File: config.mk
export PLATFORM = sky130hd
export DESIGN_NAME = instr_encoder
export DESIGN_NICKNAME = d
export VERILOG_FILES = /design/src/rtl/instr_encoder.sv
export SDC_FILE = /design/constraint.sdc
export NUM_CORES = 1
export LEC_CHECK = 0
export ABC_CLOCK_PERIOD_IN_PS = 2800
export CORE_ASPECT_RATIO = 0.75
export CORE_MARGIN = 2
export CORE_UTILIZATION = 59
export CTS_CLUSTER_DIAMETER = 80
export DETAILED_ROUTE_END_ITERATION = 7
export DONT_BUFFER_PORTS = 1
export PLACE_DENSITY = 0.8
export SETUP_SLACK_MARGIN = 0.5
export SYNTH_ARGS = -nofsm -noshare
export SYNTH_HDL_FRONTEND = slang
export SYNTH_SLANG_ARGS = --single-unit
File: constraint.sdc
create_clock -name clk -period 2.8 [get_ports clk]
set_clock_uncertainty 0.2 [all_clocks]
set_input_delay 0.56 -clock clk [delete_from_list [all_inputs] [get_ports clk]]
set_output_delay 0.56 -clock clk [all_outputs]
set_load 0.01 [all_outputs]
File: src/rtl/instr_encoder.sv
// instr_encoder: encodes one R/I/S/B request per cycle into a 32-bit
// instruction word. The word is held in a single output register with
// valid/ready handshaking, and each word carries a byte address that
// advances by 4 for every word delivered downstream.
//
// Build option: define ENC_CHECK_EN to enable immediate range/alignment
// checks. With checks on, bad requests are dropped and counted in
// err_flag/err_cnt. Without the macro, every request is emitted and the
// error outputs stay 0.
module instr_encoder #(
    parameter int ADDR_W    = 8,
    parameter int BASE_ADDR = 0
) (
    input  logic              clk,
    input  logic              rst_n,
    input  logic              in_valid,
    output logic              in_ready,
    input  logic [1:0]        in_fmt,
    input  logic [6:0]        in_opcode,
    input  logic [2:0]        in_funct3,
    input  logic [6:0]        in_funct7,
    input  logic [4:0]        in_rd,
    input  logic [4:0]        in_rs1,
    input  logic [4:0]        in_rs2,
    input  logic [12:0]       in_imm,
    output logic              out_valid,
    input  logic              out_ready,
    output logic [31:0]       out_instr,
    output logic [ADDR_W-1:0] out_addr,
    input  logic              clr_err,
    output logic              err_flag,
    output logic [7:0]        err_cnt
);

    localparam logic [1:0] FMT_R = 2'b00;
    localparam logic [1:0] FMT_I = 2'b01;
    localparam logic [1:0] FMT_S = 2'b10;
    localparam logic [1:0] FMT_B = 2'b11;

    localparam logic [ADDR_W-1:0] BASE = ADDR_W'(BASE_ADDR);
    localparam logic [ADDR_W-1:0] STEP = ADDR_W'(4);

    // Pack fields into the 32-bit word. Fields a format does not use are dropped.
    function automatic logic [31:0] encode(
        input logic [1:0]  fmt,
        input logic [6:0]  opcode,
        input logic [2:0]  funct3,
        input logic [6:0]  funct7,
        input logic [4:0]  rd,
        input logic [4:0]  rs1,
        input logic [4:0]  rs2,
        input logic [12:0] imm
    );
        logic [31:0] word;
        case (fmt)
            FMT_R:   word = {funct7, rs2, rs1, funct3, rd, opcode};
            FMT_I:   word = {imm[11:0], rs1, funct3, rd, opcode};
            FMT_S:   word = {imm[11:5], rs2, rs1, funct3, imm[4:0], opcode};
            default: word = {imm[12], imm[10:5], rs2, rs1, funct3,
                             imm[4:1], imm[11], opcode};
        endcase
        return word;
    endfunction

    logic              vld_p1;
    logic [31:0]       instr_p1;
    logic [ADDR_W-1:0] addr_p1;
    logic              accept;
    logic              bad_req;

    // The output register can take a new word whenever it is empty or draining.
    assign in_ready = !vld_p1 || out_ready;
    assign accept   = in_valid && in_ready;

`ifdef ENC_CHECK_EN
    // I/S immediates must fit in 12 signed bits; B offsets must be even.
    function automatic logic imm_bad(input logic [1:0] fmt, input logic [12:0] imm);
        logic bad;
        case (fmt)
            FMT_I, FMT_S: bad = (imm[12] != imm[11]);
            FMT_B:        bad = imm[0];
            default:      bad = 1'b0;
        endcase
        return bad;
    endfunction

    // Count up by one, holding at the maximum value.
    function automatic logic [7:0] sat_inc(input logic [7:0] cnt);
        return (cnt == 8'hFF) ? cnt : cnt + 8'd1;
    endfunction

    logic       err_flag_q;
    logic [7:0] err_cnt_q;

    assign bad_req = accept && imm_bad(in_fmt, in_imm);

    // Sticky error state. A new error in the same cycle as a clear restarts the count at 1.
    always_ff @(posedge clk or negedge rst_n) begin
        if (!rst_n) begin
            err_flag_q <= 1'b0;
            err_cnt_q  <= 8'd0;
        end else if (bad_req) begin
            err_flag_q <= 1'b1;
            err_cnt_q  <= clr_err ? 8'd1 : sat_inc(err_cnt_q);
        end else if (clr_err) begin
            err_flag_q <= 1'b0;
            err_cnt_q  <= 8'd0;
        end
    end

    assign err_flag = err_flag_q;
    assign err_cnt  = err_cnt_q;
`else
    logic unused_clr_err;

    assign bad_req        = 1'b0;
    assign err_flag       = 1'b0;
    assign err_cnt        = 8'd0;
    assign unused_clr_err = clr_err;
`endif

    // Output register: load on a good accept, empty after a handshake, otherwise hold.
    always_ff @(posedge clk or negedge rst_n) begin
        if (!rst_n) begin
            vld_p1   <= 1'b0;
            instr_p1 <= 32'd0;
        end else if (accept && !bad_req) begin
            vld_p1   <= 1'b1;
            instr_p1 <= encode(in_fmt, in_opcode, in_funct3, in_funct7,
                               in_rd, in_rs1, in_rs2, in_imm);
        end else if (out_ready) begin
            vld_p1   <= 1'b0;
        end
    end

    // Word address: points at the current (or next) word and steps after each delivery.
    always_ff @(posedge clk or negedge rst_n) begin
        if (!rst_n) begin
            addr_p1 <= BASE;
        end else if (vld_p1 && out_ready) begin
            addr_p1 <= addr_p1 + STEP;
        end
    end

    assign out_valid = vld_p1;
    assign out_instr = instr_p1;
    assign out_addr  = addr_p1;

endmodule

### Yosys cells after proc, flatten, opt, wreduce, memory -nomap -nowiden

Index checks and enable logic that the tools add are counted.

| cells by class | value |
|---|---|
| muxes and demuxes | 3 |
| equal/unequal tests | 2 |
| $add $sub $neg | 1 |
| reduce and logical (&&, ||, !) cells | 6 |

Operators by type and width:

| cell | number |
|---|---|
| 32-bit case mux with 3 select lines | 1 |
| 8-bit by 3-bit adder with 8-bit output (second input constant) | 1 |
| 2-bit by 1-bit == test with 1-bit output (second input constant) | 1 |
| 2-bit == test (second input constant) | 1 |
| 1-bit logical AND | 2 |
| 2-bit logical NOT | 1 |
| 1-bit 2-to-1 mux | 2 |
| 2-bit nonzero test | 1 |
| 1-bit logical NOT | 1 |
| 1-bit logical OR | 1 |

| word-level totals | value |
|---|---|
| register bits | 41 |
| output and inout bits | 51 |
| logic and storage cells | 15 |

### Longest topological paths before layout

| depth | value |
|---|---|
| depth in word-level cells | 4 |
| mapped depth | 7 |
| depth with buffers taken out | 4 |

### Least setup slack after synthesis

OpenSTA, ideal clock, no wires.

| timing path | value |
|---|---|
| path type | input to output |
| start point | in out_ready |
| end point | out in_ready |
| data arrival time | 1.086 ns |
| path buffers | 2 |
| data required time | 2.040 ns |
| cell stages on the path | 3 |
| slack | 0.954 ns |
| cells stage by stage | nand2b_1 buf_6 clkbuf_1 |

| on the way | value |
|---|---|
| word-level cells in the longest chain between the ends | 1 |

Ends and longest elaborated chain:

| what | RTL line | source |
|---|---|---|
| start: declaration | 27 | `input logic out_ready,` |
| 1-bit logical OR | 72 | `assign in_ready = !vld_p1 \|\| out_ready;` |
| end: declaration | 17 | `output logic in_ready,` |

No other way between the ends.

### Worst setup path after layout

| timing path | value |
|---|---|
| start point | reg vld_p1 (netlist: out_valid) |
| end point | out in_ready |

| on the way | value |
|---|---|
| word-level cells in the longest chain between the ends | 2 |

Ends and longest elaborated chain:

| what | RTL line | source |
|---|---|---|
| start: declaration | 65 | `logic vld_p1;` |
| start signal: assignment | 125 | `vld_p1 <= 1'b0;` |
| start signal: assignment | 128 | `vld_p1 <= 1'b1;` |
| start signal: assignment | 132 | `vld_p1 <= 1'b0;` |
| 1-bit logical NOT | 72 |  |
| 1-bit logical OR | 72 |  |

No other way between the ends.

==> results.md <==
- The largest single stage delay on the critical path is 460 ps.
- The floorplan die area is 0.00365 mm².
- The TritonCTS buffer count is 5.
- The compound-gate portion of the synthesized area is 0.0929.
- The slew at the pin with the worst max-slew slack is 587 ps.
- The slowest stage cell on the critical path is dfrtp_1.
- The first detailed-routing pass took 4 iterations.
- Row generation in the floorplan step produced 17 rows.
- The DRC violation count after routing is 0.
- The clock root buffer is clkbuf_8.
- The routed wire length is 3600 µm.
- Synthesis inferred 39 register bits.
- The final count of negative-setup-slack endpoints is 0.
- The final-report hold violation count came to 0.
- The core region is 0.00298 mm².
- The data arrival time at the worst-slack endpoint is 1120 ps.
- Across every metal layer, demand over resource in global routing totals 0.214.
- The reported max-cap violation count is 0.
- The top cell types in the final layout, fill and taps aside, are 39 x dfrtp_1, 33 x a21oi_1, 16 x mux2i_1.
- The register-to-register setup slack is 1060 ps.
- The clock-pin slew reported for the worst setup and hold paths after clock tree synthesis is 70 ps.
- The number of global-route vias before repair is 1112.
- In this run the critical register-to-register path is launched from out_valid.
- The critical path starts at out_valid.
- The dominant delay contributor by cell family on the critical path is flip-flops.
- IR analysis of the VDD net gives a maximum drop of 0.000488 V.
- Of the total synthesized cell area, the portion taken by AND, OR, NAND and NOR gates is 0.0461.
- The kind of start point of the critical path is a flip-flop.
- The worst setup path is of the flip-flop to primary output kind.
- Traced cell by cell, the critical path runs through nand2b_1, buf_4.
- The leakage power total is 0.860 nW.
- Of the total synthesized cell area, the portion taken by full adders, half adders and majority gates is 0.00668.
- The final layout contains 203 nets.
- For this configuration, the core starts out at a cell density of 0.629.
- The number of vias in the routed layout is 1104.
- The diode insertion count for antenna repair is 0.
- The number of buffers and inverters on the critical path is 1.
- The largest net degree at the start of global routing is 40.
- The final count of pins violating max slew came to 0.
- After clock tree synthesis, the setup repair step added 0 buffers.
- In the synthesized netlist, the number of instances is 151.
- The multiplexer share of the synthesized area is 0.214.
- The summed area of non-filler cells in the final layout is 0.00193 mm².
- Once detail routing completed, the nets flagged for antenna violations numbered 0.
- The overall die width is 69.1 µm.
- Gates resized during post-CTS repair numbered 0.
- The initial antenna violation count is 0.
- The number of buffers on the longest clock path is 2.
- The layout-stage area growth over the synthesis result is 3.07%.
- The die boundary height is 52.8 µm.
- The clock period could shrink to 1880 ps.
- The upper clock frequency limit is 532 MHz.
- 103 I/O pins were placed.
- TritonCTS built the clock tree.
- The post-layout worst setup margin is 919 ps.
- Of all nets on the critical path, the largest fanout is 18.
- The number of I/O port buffers is 0.
- In this run the number of cells on the critical path is 2.
- Before CTS, the worst setup slack after placement is 955 ps.
- The cell count of the worst reg-to-reg path is 3.
- For the final routed database, the setup TNS stands at 0 ps.
- The capturing element type of the critical path is a primary output.
- The Yosys step of the flow raised 0 warnings.
- The final estimated routing congestion in global placement is 0.720.
- The data required time at the worst endpoint is 2040 ps.
- The xor and xnor fraction of the mapped netlist area is 0.0281.
- The cell area after placement is 0.00180 mm².
- The endpoint identified for the worst register-to-register timing path is out_instr[16].
- After detailed routing, the number of vias per cell comes to 5.87.
- In the final layout, the share of cells above drive strength 1 is 0.180.
- The distinct cell type count of the synthesized netlist is 26.
- The post-synthesis sequential area ratio is 0.521.
- The main combinational cell family by area after synthesis is multiplexers.
- The capture point of the worst path is in_ready.
- The flow ran to the end, and the final reports show no timing, DRC or antenna violations.
- The worst pin sits at a relative slew slack of 0.608.
- Dividing the synthesized area by the synthesized cell count gives 12.4 µm².
- Setup repair after global routing left no endpoint under its margin.
- The post-route fraction of the period consumed by the critical path is 0.672.
- The clock reaches the later pin of the worst-skew pair after 280 ps.
- The synthesized cell area is 0.00187 mm².
- The first routing iteration left 75 violations.
- The overall overflow remaining after global route is 0.
- Summed over all nets, the half-perimeter wirelength after detailed placement is 2560 µm.
- The number of hold buffers added after CTS was 2.
- The power per unit of standard cell area is 777 mW/mm².
- Leaving out fill and tap cells, the most frequent cell in the layout is dfrtp_1.
- The first-pass GRT wire length is 5720 µm.
- The number of levels the H-tree was split into is 2.
- The routed wirelength normalized by instance count is 19.1 µm.
- The clock drives 39 sinks.
- The worst hold path class is input pin to flip-flop.
==> cell usage after synthesis (all sizes together) <==
library cell | number | area, µm²
mux2 | 17 | 240
nand4 | 1 | 6.26
ha | 1 | 12.5
nor2 | 3 | 13.8
and3 | 1 | 6.26
and2 | 2 | 15.0
nand2b | 2 | 12.5
mux2i | 16 | 160
conb | 1 | 3.75
xor2 | 3 | 26.3
nand2 | 3 | 11.3
xnor2 | 3 | 26.3
nor2b | 1 | 6.26
buf | 17 | 153
nand3 | 2 | 10.0
a221oi | 1 | 8.76
dfrtp | 39 | 976
a21oi | 33 | 165
clkbuf | 4 | 15.0
nor3 | 1 | 5.00
==> per-layer routing <==
metal / part of all wire / wire, µm / global-route usage / up-vias
li1: - / - / - / 500
met1: 0.41 / 1460 / 0.265 / 532
met2: 0.50 / 1790 / 0.345 / 64
met3: 0.083 / 300 / 0.0731 / 8
met4: 0.015 / 53 / 0.0980 / 0
met5: 0 / 0 / 0 / -
==> kinds of logic after synthesis <==
kind of cell | after synthesis
AO/OA/AOI/OAI | 34
XOR/XNOR | 6
AND/OR/NAND/NOR | 16
multiplexers | 33
adder cells (fa/ha/maj) | 1
flip-flops | 39
other | 1
buffers and inverters | 21
==> power breakdown <==
part	internal (mW)	switching, mW
registers	0.674	0.163
logic	0.125	0.0986
clock network	0.261	0.178
==> area by class of cell <==
| class | instances | area, µm² |
|---|---|---|
| fill | 221 | 1050 |
| sequential | 39 | 976 |
| multi-input combinational | 101 | 767 |
| clock buffer | 6 | 72.6 |
| tap | 38 | 47.5 |
| timing repair buffer | 3 | 37.5 |
| clock inverter | 1 | 30.0 |
==> worst register-to-register path: stages, from the launching register on <==
cell and delay [ps]:
dfrtp_1 460, nand2b_1 130, and2_4 440, mux2_2 400
==> metrics by stage <==
step	total power, mW	cells	hold WS (ps)	utilization
detailed placement	1.06	179	65.1	0.604
global route	1.59	188	175	0.648
floorplan	1.03	161	64.4	-
CTS	1.51	188	177	0.648
finish	1.50	188	187	0.648
global placement	1.04	179	65.1	0.604
==> how the worst min path moves through the flow <==
| stage | start | cells past startpoint | slack, ps | end |
|---|---|---|---|---|
| 2_1_floorplan | rst_n | 0 | 60 | out_addr[2] |
| 3_3_place_gp | rst_n | 0 | 70 | out_instr[21] |
| 3_5_place_dp | rst_n | 0 | 70 | out_instr[23] |
| 4_1_cts | in_valid | 1 | 180 | out_valid |
| 5_1_grt | in_valid | 1 | 170 | out_valid |
| 6_report | in_valid | 1 | 190 | out_valid |
==> state kept, by name, indices dropped and copies added (netlist names) <==
| signal | count |
|---|---|
| out_addr | 6 |
| out_instr | 32 |
| out_valid | 1 |
Power figures use the tool's default switching activity.
